**src/rtl/noc_pkg.sv**
```systemverilog
// Shared NoC definitions: default flit width, flit-type encodings, scheduler states.
// Latency: n/a (types and constants only).
// Backpressure: n/a.
package noc_pkg;

  // Default flit width; the two MSBs of every flit carry its type.
  localparam int FLIT_W = 20;

  localparam logic [1:0] FT_HEAD   = 2'b10;
  localparam logic [1:0] FT_BODY   = 2'b00;
  localparam logic [1:0] FT_TAIL   = 2'b01;
  localparam logic [1:0] FT_SINGLE = 2'b11;

  typedef enum logic {
    ST_IDLE   = 1'b0,
    ST_LOCKED = 1'b1
  } state_e;

endpackage

```
**src/rtl/rr_arbiter.sv**
```systemverilog
// Round-robin priority encoder: first requester after last_grant, wrapping at NREQ-1.
// Latency: purely combinational.
// Backpressure: none; the caller decides whether the winner is accepted.
//
// Ports:
//   req_vld    - request vector, one bit per source
//   last_grant - index of the previous winner (lowest priority this round)
//   winner     - winning index; equals last_grant when nothing requests
//   any_vld    - at least one request bit is set
module rr_arbiter #(
  parameter int NREQ  = 4,
  parameter int IDX_W = (NREQ > 1) ? $clog2(NREQ) : 1
) (
  input  logic [NREQ-1:0]  req_vld,
  input  logic [IDX_W-1:0] last_grant,
  output logic [IDX_W-1:0] winner,
  output logic             any_vld
);
  import noc_pkg::*;

  // Walk from the farthest candidate (last_grant itself) toward the nearest
  // (last_grant+1); the last hit is the highest-priority requester.
  always_comb begin
    winner  = last_grant;
    any_vld = 1'b0;
    for (int off = NREQ; off >= 1; off--) begin
      if (req_vld[(int'(last_grant) + off) % NREQ]) begin
        winner  = IDX_W'((int'(last_grant) + off) % NREQ);
        any_vld = 1'b1;
      end
    end
  end

endmodule

```
**src/rtl/inject_scheduler.sv**
```systemverilog
// Local injection scheduler: round-robin across sources, packet-locked, credit-gated toward the router.
// Latency: 1 cycle from req_valid&req_ready to out_valid/dataout.
// Backpressure: req_ready drops when no router credit remains; credits return via single-cycle ci pulses.
//
// Ports:
//   clk, RST        - rising-edge clock, synchronous active-high reset
//   req_data        - NREQ flits, source i in [i*FLIT_W +: FLIT_W]
//   req_valid/ready - per-source handshake; at most one ready bit high
//   ci              - credit return pulse from the router local port
//   dataout         - registered flit toward the router (holds when out_valid low)
//   out_valid       - one-cycle pulse per accepted flit
//   credit_err      - sticky: credit returned while the counter was full
//   flit_count      - 16-bit wrapping count of injected flits
//                     (only when INJECT_SCHED_STATS_EN is defined)
module inject_scheduler #(
  parameter int NREQ      = 4,
  parameter int FLIT_W    = noc_pkg::FLIT_W,
  parameter int BUF_DEPTH = 4
) (
  input  logic                   clk,
  input  logic                   RST,
  input  logic [NREQ*FLIT_W-1:0] req_data,
  input  logic [NREQ-1:0]        req_valid,
  output logic [NREQ-1:0]        req_ready,
  input  logic                   ci,
  output logic [FLIT_W-1:0]      dataout,
  output logic                   out_valid,
  output logic                   credit_err
`ifdef INJECT_SCHED_STATS_EN
  ,
  output logic [15:0]            flit_count
`endif
);
  import noc_pkg::*;

  localparam int                IDX_W    = (NREQ > 1) ? $clog2(NREQ) : 1;
  localparam int                CRED_W   = $clog2(BUF_DEPTH + 1);
  localparam logic [CRED_W-1:0] CRED_MAX = CRED_W'(BUF_DEPTH);
  localparam logic [IDX_W-1:0]  LAST_RST = IDX_W'(NREQ - 1);

  state_e              state_q, state_d;
  logic [IDX_W-1:0]    last_grant_q, last_grant_d;
  logic [CRED_W-1:0]   credit_q, credit_d;
  logic [FLIT_W-1:0]   dataout_q, dataout_d;
  logic                out_valid_q, out_valid_d;
  logic                credit_err_q, credit_err_d;

  logic [IDX_W-1:0]    rr_winner;
  logic                rr_any_vld;
  logic [IDX_W-1:0]    grant;
  logic [FLIT_W-1:0]   grant_flit;
  logic [1:0]          grant_type;
  logic                xfer;

  rr_arbiter #(
    .NREQ  (NREQ),
    .IDX_W (IDX_W)
  ) u_rr_arbiter (
    .req_vld    (req_valid),
    .last_grant (last_grant_q),
    .winner     (rr_winner),
    .any_vld    (rr_any_vld)
  );

  // Grant / handshake. While locked, last_grant_q is the packet owner, so the
  // grant stays on it even when the owner idles.
  always_comb begin
    grant      = (state_q == ST_LOCKED) ? last_grant_q : rr_winner;
    grant_flit = req_data[int'(grant)*FLIT_W +: FLIT_W];
    grant_type = grant_flit[FLIT_W-1 -: 2];
    req_ready  = '0;
    // In IDLE with nobody asking there is nothing to accept, so stay quiet.
    if ((credit_q != '0) && !RST && ((state_q == ST_LOCKED) || rr_any_vld)) begin
      req_ready[grant] = 1'b1;
    end
    xfer = req_valid[grant] && req_ready[grant];
  end

  // Next state: packet lock, output register, credit accounting.
  always_comb begin
    state_d      = state_q;
    last_grant_d = last_grant_q;
    credit_d     = credit_q;
    credit_err_d = credit_err_q;
    dataout_d    = dataout_q;
    out_valid_d  = xfer;

    if (xfer) begin
      dataout_d = grant_flit;
      case (state_q)
        ST_IDLE: begin
          last_grant_d = grant;
          if (grant_type == FT_HEAD) begin
            state_d = ST_LOCKED;
          end
        end
        ST_LOCKED: begin
          // A stray head inside a packet is forwarded and the lock is kept.
          if (grant_type == FT_TAIL) begin
            state_d = ST_IDLE;
          end
        end
        default: state_d = ST_IDLE;
      endcase
    end

    // A send and a return in the same cycle cancel out.
    case ({xfer, ci})
      2'b10: credit_d = credit_q - 1'b1;
      2'b01: begin
        if (credit_q == CRED_MAX) begin
          credit_err_d = 1'b1;
        end else begin
          credit_d = credit_q + 1'b1;
        end
      end
      default: ;
    endcase
  end

  always_ff @(posedge clk) begin
    if (RST) begin
      state_q      <= ST_IDLE;
      last_grant_q <= LAST_RST;
      credit_q     <= CRED_MAX;
      credit_err_q <= 1'b0;
      dataout_q    <= '0;
      out_valid_q  <= 1'b0;
    end else begin
      state_q      <= state_d;
      last_grant_q <= last_grant_d;
      credit_q     <= credit_d;
      credit_err_q <= credit_err_d;
      dataout_q    <= dataout_d;
      out_valid_q  <= out_valid_d;
    end
  end

  assign dataout    = dataout_q;
  assign out_valid  = out_valid_q;
  assign credit_err = credit_err_q;

`ifdef INJECT_SCHED_STATS_EN
  logic [15:0] flit_count_q, flit_count_d;

  // Natural 16-bit wrap from FFFF to 0.
  always_comb begin
    flit_count_d = flit_count_q;
    if (xfer) begin
      flit_count_d = flit_count_q + 16'd1;
    end
  end

  always_ff @(posedge clk) begin
    if (RST) begin
      flit_count_q <= '0;
    end else begin
      flit_count_q <= flit_count_d;
    end
  end

  assign flit_count = flit_count_q;
`endif

endmodule

```
**config.mk**
```make
export PLATFORM = sky130hd
export DESIGN_NAME = inject_scheduler
export DESIGN_NICKNAME = d
export VERILOG_FILES = /design/src/rtl/noc_pkg.sv /design/src/rtl/rr_arbiter.sv /design/src/rtl/inject_scheduler.sv
export SDC_FILE = /design/constraint.sdc
export NUM_CORES = 1
export LEC_CHECK = 0
export CAP_MARGIN = 0
export CORE_UTILIZATION = 25
export DETAILED_ROUTE_END_ITERATION = 10
export HOLD_SLACK_MARGIN = 0.06
export PLACE_DENSITY_LB_ADDON = 0.25
export REMOVE_ABC_BUFFERS = 1
export SYNTH_ARGS = -nofsm -noshare
export SYNTH_HDL_FRONTEND = slang
export SYNTH_SLANG_ARGS = --single-unit
```
**constraint.sdc**
```tcl
create_clock -name clk -period 3.3 [get_ports clk]
set_clock_uncertainty 0.15 [all_clocks]
set_input_delay 0.495 -clock clk [delete_from_list [all_inputs] [get_ports clk]]
set_output_delay 0.495 -clock clk [all_outputs]
set_load 0.01 [all_outputs]
```
# ---- After elaboration in Yosys (flattened, before gate mapping)
# Index checks and enable logic that the tools add are counted.
dict set report word_totals {
  register_bits 28
  input_bits 87
  out_inout_bits 26
}
dict set report classes {
  add_sub_neg 6
  n_mul 1
  order_cmp 6
  eq_ne 6
  shifts 1
  muxes 33
  bitwise 5
  n_reduce_logical 15
}
# op count
set ops {}
lappend ops {{variable part select 80 x 8 -> 20 bit} 1}
lappend ops {{two-way mux 1 bit} 17}
lappend ops {{< comparator 3 x 4 -> 1 bit, second input constant} 4}
lappend ops {{binary-select mux 1 bit (select 2 bit)} 6}
lappend ops {{two-way mux 2 bit} 5}
lappend ops {{OR reduction 2 bit} 4}
lappend ops {{one-hot mux 3 bit (2 select lines)} 1}
lappend ops {{AND reduction 2 bit} 3}
lappend ops {{multiplier 2 x 3 -> 5 bit, second input constant} 1}
lappend ops {{adder 2 x 1 -> 2 bit, second input constant} 2}
lappend ops {{adder 2 bit, second input constant} 2}
lappend ops {{bitwise AND 1 bit, first input constant} 4}
lappend ops {{== test 2 x 1 -> 1 bit, second input constant} 2}
lappend ops {{== test 2 bit, second input constant} 2}
lappend ops {{logical AND 1 bit} 4}
lappend ops {{two-way mux 4 bit} 1}
lappend ops {{adder 3 x 1 -> 3 bit, second input constant} 1}
lappend ops {{== test 3 bit, second input constant} 1}
lappend ops {{< comparator 2 x 3 -> 1 bit, second input constant} 1}
lappend ops {{two-way mux 3 bit} 1}
lappend ops {{nonzero test 3 bit} 1}
lappend ops {{subtractor 3 x 1 -> 3 bit, second input constant} 1}
lappend ops {{demux 1 bit (select 2 bit)} 1}
lappend ops {{>= comparator 2 x 1 -> 1 bit, second input constant} 1}
lappend ops {{6 further kinds} 6}

# ---- Logic depth before layout (Yosys ltp)
# Gate-level depths: netlist of run 1.
dict set report logic_depth {
  depth_word 22
  ltp_mapped 13
  mapped_depth_nobuf 10
}

# ---- Modules after synthesis
# From an unflattened synthesis of run 1, not the netlist that was laid out.
dict set report unflattened {
  hier_cells 288
  area_unflattened_um2 1951.9
}
# mod instances cells_per_inst area_per_inst_um2 seq_area_each_um2
set modules_own_cells {}
lappend modules_own_cells {inject_scheduler 1 274 1869.3 560.5}
lappend modules_own_cells {rr_arbiter 1 14 82.6 0.0}

# ---- Least setup slack after synthesis of run 1
# Ideal clock, no wire load.
dict set report synth_timing {
  path_kind {in2reg}
  start {input req_valid[0]}
  end {register credit_q[2]}
  setup_ns 0.072
  arrival_ns 3.120
  required_time_ns 3.078
  path_slack_ns -0.042
  path_stages 11
  cell_sequence {and4b_1 or4_4 o41ai_4 mux2_4 buf_6 buf_2 nand2_1 fa_1 and3_1 mux2i_1 mux2i_1}
}
dict set report synth_between {
  elab_chain_len 19
}
# item line_no
set synth_lines {}
lappend synth_lines {{from (decl)} inject_scheduler.sv:23} ;# input logic [NREQ-1:0] req_valid,
lappend synth_lines {{binary-select mux 1 bit (select 2 bit)} rr_arbiter.sv:27} ;# if (req_vld[(int'(last_grant) + off) % NREQ]) begin
lappend synth_lines {{two-way mux 1 bit (not written as such) (2 in a row)} rr_arbiter.sv:27}
lappend synth_lines {{two-way mux 2 bit (4 in a row)} rr_arbiter.sv:27}
lappend synth_lines {{two-way mux 2 bit} inject_scheduler.sv:68} ;# grant = (state_q == ST_LOCKED) ? last_grant_q : rr_winner;
lappend synth_lines {{< comparator 2 x 3 -> 1 bit (not written as such) / >= comparator 2 x 1 -> 1 bit (equally long branches)} inject_scheduler.sv:74} ;# req_ready[grant] = 1'b1;
lappend synth_lines {{logical AND 1 bit (not written as such)} inject_scheduler.sv:74}
lappend synth_lines {{two-way mux 1 bit (not written as such)} inject_scheduler.sv:74}
lappend synth_lines {{demux 1 bit (select 2 bit)} inject_scheduler.sv:74}
lappend synth_lines {{two-way mux 4 bit} inject_scheduler.sv:73} ;# if ((credit_q != '0) && !RST && ((state_q == ST_LOCKED) || rr_any_vld)) begin
lappend synth_lines {{binary-select mux 1 bit (select 2 bit)} inject_scheduler.sv:76} ;# xfer = req_valid[grant] && req_ready[grant];
lappend synth_lines {{two-way mux 1 bit (not written as such)} inject_scheduler.sv:76}
lappend synth_lines {{logical AND 1 bit *} inject_scheduler.sv:76}
lappend synth_lines {{== test 2 x 1 -> 1 bit / == test 2 bit (equally long branches)} inject_scheduler.sv:108} ;# case ({xfer, ci})
lappend synth_lines {{inequality test 2 bit (no source line) / nonzero test 2 bit (equally long branches)} n/a}
lappend synth_lines {{AND reduction 2 bit (no source line)} n/a}
lappend synth_lines {{to (signal assigned)} inject_scheduler.sv:132} ;# credit_q <= credit_d;
lappend synth_lines {{to (decl)} inject_scheduler.sv:43} ;# logic [CRED_W-1:0] credit_q, credit_d;
# Every way passes the cells marked *; elsewhere a longest branch is shown, timed or not. The select of a mux whose other input is x is not followed.
# A chain may end at the register's enable or synchronous reset.

# ---- Worst setup path in the final report of run 1
dict set report layout_timing {
  start {register last_grant_q[0]}
  end {register credit_q[2]}
}
dict set report layout_between {
  elab_chain_len 20
}
# item line_no
set layout_lines {}
lappend layout_lines {{from (decl)} inject_scheduler.sv:42} ;# logic [IDX_W-1:0] last_grant_q, last_grant_d;
lappend layout_lines {{from (signal assigned)} inject_scheduler.sv:131} ;# last_grant_q <= last_grant_d;
lappend layout_lines {{adder 2 x 1 -> 2 bit} {rr_arbiter.sv:27, rr_arbiter.sv:28}}
lappend layout_lines {{binary-select mux 1 bit (select 2 bit)} rr_arbiter.sv:27}
lappend layout_lines {{two-way mux 1 bit (not written as such) (2 in a row)} rr_arbiter.sv:27}
lappend layout_lines {{two-way mux 2 bit (4 in a row)} rr_arbiter.sv:27}
lappend layout_lines {{two-way mux 2 bit} inject_scheduler.sv:68}
lappend layout_lines {{< comparator 2 x 3 -> 1 bit (not written as such) / >= comparator 2 x 1 -> 1 bit (equally long branches)} inject_scheduler.sv:74}
lappend layout_lines {{logical AND 1 bit (not written as such)} inject_scheduler.sv:74}
lappend layout_lines {{two-way mux 1 bit (not written as such)} inject_scheduler.sv:74}
lappend layout_lines {{demux 1 bit (select 2 bit)} inject_scheduler.sv:74}
lappend layout_lines {{two-way mux 4 bit} inject_scheduler.sv:73}
lappend layout_lines {{binary-select mux 1 bit (select 2 bit)} inject_scheduler.sv:76}
lappend layout_lines {{two-way mux 1 bit (not written as such)} inject_scheduler.sv:76}
lappend layout_lines {{logical AND 1 bit *} inject_scheduler.sv:76}
lappend layout_lines {{== test 2 x 1 -> 1 bit / == test 2 bit (equally long branches)} inject_scheduler.sv:108}
lappend layout_lines {{inequality test 2 bit (no source line) / nonzero test 2 bit (equally long branches)} n/a}
lappend layout_lines {{AND reduction 2 bit (no source line)} n/a}
# Marked as above.

==> results of run 1 <==
[power breakdown]
| group | internal [mW] | switching (mW) |
|---|---|---|
| logic | 1.16 | 0.991 |
| registers | 0.496 | 0.110 |
| clock network | 0.107 | 0.117 |
[cell usage after synthesis, types with 2 or more instances]
master     n
nor2b_1    3
mux2_2    19
nor3_1     4
o211ai_1  18
clkbuf_1  10
a211o_1    2
dfxtp_1   28
nor2_1    10
buf_2      7
o21ai_0    2
buf_6      2
nor4bb_1   2
nand3b_1   2
mux2_4     3
inv_1      5
and3_1     3
nand2_1   42
mux2i_1   26
a21oi_1   21
[sequential cells by signal (all words and copies together) (netlist names)]
register	cells
last_grant_q	2
dataout	20
state_q	1
credit_err	1
out_valid	1
credit_q	3
[logic make-up (layout without fill, tap and decap cells)]
group,count (synthesis),in the layout,share of synthesized area [%]
AND/OR/NAND/NOR,73,73,17.3
AO/OA/AOI/OAI,56,56,20.7
multiplexers,48,48,26.2
flip-flops,28,28,28.2
buffers and inverters,26,151,6.18
adder cells (fa/ha/maj),1,1,1.01
XOR/XNOR,1,1,0.441
[worst min path at each step]
stage	slack (ps)	to	startpoint	depth (start not counted)
global placement	290	dataout[6]	dataout[6]	2
finish	310	dataout[1]	dataout[1]	2
detailed placement	300	dataout[1]	dataout[1]	2
global route	330	dataout[16]	dataout[16]	2
CTS	310	dataout[1]	dataout[1]	2
floorplan	320	dataout[0]	dataout[0]	2
[stage by stage]
stage | hold slack [ps] | utilization (%) | TNS [ps] | setup slack [ps]
3_5_place_dp | 298 | 43.1 | -8770 | -439
2_1_floorplan | 324 | - | -11090 | -807
6_report | 308 | 44.9 | 0 | 91.9
3_3_place_gp | 292 | 43.1 | -8380 | -430
5_1_grt | 330 | 44.9 | -6.16 | -6.16
4_1_cts | 313 | 44.0 | 0 | 5.88
[critical path, stage by stage (launching register included)]
cell and delay, ps:
dfxtp_2 350, buf_6 110, and4b_1 190, or4_4 520
o31ai_4 270, o41ai_4 130, buf_4 160, buf_6 110
mux2_4 210, nand2_2 60, fa_2 370, and3_4 180
mux2i_4 140, mux2i_1 200
[layout by cell type (no fill, tap or decap), types with 10 or more instances in the layout]
| master | instances |
|---|---|
| o211ai_1 | 18 |
| buf_4 | 24 |
| nand2_1 | 41 |
| clkdlybuf4s50_1 | 104 |
| a21oi_1 | 21 |
| mux2_2 | 19 |
| dfxtp_1 | 26 |
| mux2i_1 | 25 |
| nor2_1 | 10 |
[what timing repair did]
action,CTS,global route
hold buffers,0,0
setup endpoints to repair,17,29
pin swaps,3,4
endpoints found under the hold margin,0,0
gates resized for setup,9,14
setup buffers,2,5
gates cloned,0,0
[area by class of cell]
class                      count  area, um2
fill                         785       4230
timing repair buffer         141       1360
multi-input combinational    179       1330
sequential                    28        563
tap                          102        128
clock buffer                   4       55.1
inverter                       6       22.5
[layer usage]
metal	GRT usage (%)	wire length [um]	share of wire (%)	vias up
met2	25.1	2840	48	70
met3	3.27	372	6.3	8
met5	0	0	0	-
li1	-	-	-	1091
met1	16.9	2550	44	960
met4	4.76	96	1.6	0
==> impl_results.md, run 1 <==
- CTS buffer count: 3
- Tightest Pin Transition: about 500 ps
- GRT Util Overall: between 10 and 15%
- End of the worst register-to-register path: credit_q[2]
- CTS root buf: clkbuf_8
- Die Area: a little over 8000 um2
- WL/cell: between 10 and 15 um
- Synth top area share: 28.2%
- Die height: between 90 and 100 um
- Clock slew at reported path FFs: 100 ps
- PwrDens: roughly 860 nW/um2
- Drt pass-1 iters: 4
- Critical Path Start: last_grant_q[0]
- Kind of critical path: register to register
- R2R cell count: 13
- R2R Setup Slk: 90 ps
- Area delta synth->final: 74.1%
- Post-synth top area cell: dfxtp_1
- Fin nets: ~450
- Worst-path fanout max: 3
- Outcome: finished, final reports clean
- DR vias: roughly 2100
- Antenna diode count: 0
- Register area share after synthesis: between 20% and 30%
- Vias in the first global route: 2081
- GPL Wtd Cong: approximately 0.78
- Final wirelength: about 5900 um
- Final Cycle Share: roughly 97%
- Yosys Warn Count: 0
- Slew Viols, Final: 0
- Cell Area, Placed: 3310 um2
- Lkg Pwr: roughly 1.3 nW
- Worst path arrival time: 3270 ps
- Startpoint type of the worst setup path: register
- Critical path data required time: 3370 ps
- Number of H-tree levels: 1
- I/O Buffers: between 100 and 150
- Max rail drop VDD: approximately 0.30 mV
- Async SR Flop Fraction: 0%
- Total core area: around 7700 um2
- Ports: roughly 110
- Final setup fails: 0
- Sink Count: 28
- Initial antenna violation count: 0
- HP Class: register to register
- Post-DRT Antenna Nets: 0
- RSZ-0062 raised after global routing: yes
- RR Startpoint: last_grant_q[0]
- Max Freq: a little over 0.3 GHz
- Via-to-Cell Ratio: ~4.6
- DRC violations left: 0
- Fraction of layout cells with a size suffix above 1: about a fifth
- Final Non-Filler Cells: 460
- Clock Latency Late Sink: roughly 280 ps
- Max-capacitance violation count: 0
- Clock buffer depth: 2
- Post-synthesis average cell area: about 8.5 um2
- Die Width: about 91 um
- Setup crit end: credit_q[2]
- Final hold vios: 0
- DP Cell Count: between 400 and 500
- Std-Cell Rows: 32
- Crit path time final: approximately 3200 ps
- CP Capture Type: register
- Pwr Total: around 3.0 mW
- Largest net degree at the start of global routing: 29
- Post-DP HPWL: 4630 um
- CTS tree: built
- Starting Density: roughly 26%
- Post-synthesis register bit count: 28
- Final instance area: roughly 3500 um2
- Cells after Synth: about 230
- EDFF count, synth: 0
- Initial DRC Count: 74
- Ranking of synthesized cells by area: dfxtp_1 (28%), mux2i_1 (13%), mux2_2 (11%), nand2_1 (7.9%), o211ai_1 (6.8%)
- Total grt overflow: 0
- Synth Flop Type: dfxtp_1
- Mapped cell area: slightly below 2000 um2
- Netlist cell types: 43
- Relative max-transition margin: 66.5%
- First-pass GRT wire length: roughly 9600 um
Note: power is estimated with default switching activity, not from simulation.
==> inputs of run 2 (changes only) <==
--- a/config.mk
+++ b/config.mk
@@ -11,6 +11,7 @@
 export HOLD_SLACK_MARGIN = 0.06
 export PLACE_DENSITY_LB_ADDON = 0.25
 export REMOVE_ABC_BUFFERS = 1
+export SKIP_CTS_REPAIR_TIMING = 1
 export SYNTH_ARGS = -nofsm -noshare
 export SYNTH_HDL_FRONTEND = slang
 export SYNTH_SLANG_ARGS = --single-unit
==> run 2 against run 1 <==
Effect of this change:
- register-to-register slack gained 30 ps
- flip-flop and latch count is the same
- largest cell class unchanged
- non-clock buffer count shrank 6
- clock power is essentially flat
- clock-buffer cell count is the same
- cell area shrank 1.7%
- utilization shrank 0.76 points
- die area is the same
- sequential share of layout area grew 0.21 points
- worst hold slack is essentially flat
- highest routed layer unchanged
- first-iteration DRC count shrank 14%
==> impl_results.md, run 2 (synthesized netlist as in run 1, its figures left out) <==
- Clock buffer depth: 2
- Largest register FFs: 20
- I/O Buffers: approximately 110
- Largest stage delay, worst path: 590 ps
- Worst path arrival time: ~3200 ps
- Kind of critical path: register to register
- RR Startpoint: last_grant_q[0]
- Vias in the first global route: a little over 2000
- GRT Util Overall: 14.0%
- Via-to-Cell Ratio: approximately 4.6
- Sink Count: 28
- Critical path data required time: between 3000 and 4000 ps
- Final hold vios: 0
- Final Cycle Share: a little over nine tenths
- Max Freq: around 0.31 GHz
- Final wirelength: 5770 um
- CP Capture Type: register
- R2R cell count: 11
- DR vias: 2110
- WHS Endpoint: dataout[14]
- Crit path time final: about 3200 ps
- CP bufs+invs: 2
- Relative max-transition margin: 67.1%
- Die Width: 91.1 um
- Die Area: slightly above 8000 um2
- WL/cell: between 10 and 15 um
- Largest net degree at the start of global routing: 29
- Final instance area: 3400 um2
- HP Class: register to register
- Lkg Pwr: ~1.4 nW
- R2R Setup Slk: about 120 ps
- Initial antenna violation count: 0
- CTS root buf: clkbuf_8
- CP max stage cell: or4_4
- Fin nets: 441
- Pwr Total: around 2.9 mW
- Final setup fails: 0
- CTS buffer count: 3
- Antenna diode count: 0
- Tightest Pin Transition: 493 ps
- Hold Path Origin: dataout[14]
- Final worst slack: about 120 ps
- Outcome: finished, final reports clean
- Worst-path fanout max: 8
- Total grt overflow: 0
- Crit path max-delay family: simple AND/OR/NAND/NOR gates
- Fraction of layout cells with a size suffix above 1: between 10% and 20%
- Final Non-Filler Cells: 454
- Std-Cell Rows: 32
- Number of H-tree levels: 1
- Cell Area, Placed: 3310 um2
- GPL Wtd Cong: between 0.7 and 0.8
- DRC violations left: 0
- Die height: ~90 um
- Hold Path Depth: 2
- DP Cell Count: 449
- Area delta synth->final: 71.1%
- Clock slew at reported path FFs: approximately 100 ps
- Post-DRT Antenna Nets: 0
- Max-capacitance violation count: 0
- Crit-path cells: buf_4 -> nor4bb_1 -> or4_4 -> o41ai_4 -> buf_4 -> mux2_4 -> nand2_1 -> fa_2 -> and3_1 -> mux2i_1 -> mux2i_1
- Commonest non-fill, non-tap cells in the layout: clkdlybuf4s50_1 (104), nand2_1 (42), dfxtp_1 (28)
- CTS tree: built
- Post-route setup TNS: 0 ps
- Commonest non-fill, non-tap cell in the layout: clkdlybuf4s50_1
- Max rail drop VDD: roughly 0.29 mV
- Hold Slack: around 310 ps
- Ports: between 100 and 150
- First-pass GRT wire length: around 9500 um
- End of the worst register-to-register path: credit_q[2]
- Clock Latency Late Sink: around 280 ps
- Post-DP HPWL: 4630 um
- Pre-CTS setup slack: -439 ps
- Starting Density: about a quarter
- Slew Viols, Final: 0
- Initial DRC Count: 64
- Final Core Density: 44.2%
- Startpoint type of the worst setup path: register
- Filler instances: about 800
- PwrDens: 842 nW/um2
- Total core area: between 7000 and 8000 um2
- Drt pass-1 iters: 4
run 2: cell count changes in the layout (fill, tap and decap cells not counted), moves of 2 or more:
cell            change
dlymetal6s2s_1      +7
dfxtp_1             +2
dfxtp_2             -2
buf_6               -4
buf_4               -2
dlygate4sd2_1       -5
run 2: worst reg2reg max path, delay by kind of cell (launching register included):
| kind | cells | cell delay, ps |
|---|---|---|
| AO/OA/AOI/OAI | 1 | 400 |
| buffers and inverters | 2 | 360 |
| flip-flops | 1 | 350 |
| adder cells (fa/ha/maj) | 1 | 340 |
| multiplexers | 3 | 560 |
| AND/OR/NAND/NOR | 4 | 960 |
run 2: worst max path at each step:
stage / endpoint / slack, ps / from / cells after the start
2_1_floorplan: credit_q[2] / -810 / req_valid[0] / 9
6_report: credit_q[2] / 120 / last_grant_q[0] / 11
4_1_cts: req_ready[1] / -440 / req_valid[0] / 7
3_3_place_gp: req_ready[1] / -430 / req_valid[0] / 7
5_1_grt: credit_q[2] / -20 / last_grant_q[0] / 11
3_5_place_dp: req_ready[1] / -440 / req_valid[0] / 7
run 2: where the power goes:
part	total, mW	switching [mW]	internal (mW)	leakage (nW)
Sequential	0.604	0.111	0.493	0.230
Clock	0.223	0.116	0.107	0.0288
Combinational	2.03	0.954	1.08	1.13
Total	2.86	1.18	1.68	1.39
run 2: routing by layer:
| metal | GRT usage, % | up-vias | share of wire [%] |
|---|---|---|---|
| met2 | 24.8 | 68 | 49 |
| met5 | 0 | - | 0 |
| met1 | 16.9 | 958 | 43 |
| li1 | - | 1078 | - |
| met3 | 3.18 | 6 | 6.4 |
| met4 | 3.97 | 0 | 1.2 |
run 2: final cells by class:
| type | instances | area, um2 | share of cell area (%) |
|---|---|---|---|
| well taps | 102 | 128 | 3.76 |
| multi-input cells | 179 | 1300 | 38.4 |
| inverters | 6 | 22.5 | 0.663 |
| repair buffers | 135 | 1330 | 39.1 |
| flip-flops and latches | 28 | 561 | 16.5 |
| clock buffers | 4 | 55.1 | 1.62 |
==> inputs of run 3 (changes only) <==
--- a/config.mk
+++ b/config.mk
@@ -5,7 +5,6 @@
 export SDC_FILE = /design/constraint.sdc
 export NUM_CORES = 1
 export LEC_CHECK = 0
-export CAP_MARGIN = 0
 export CORE_UTILIZATION = 25
 export DETAILED_ROUTE_END_ITERATION = 10
 export HOLD_SLACK_MARGIN = 0.06
==> results of run 3 <==
Same layout as run 2: the final DEF is identical, and so are final timing and power.
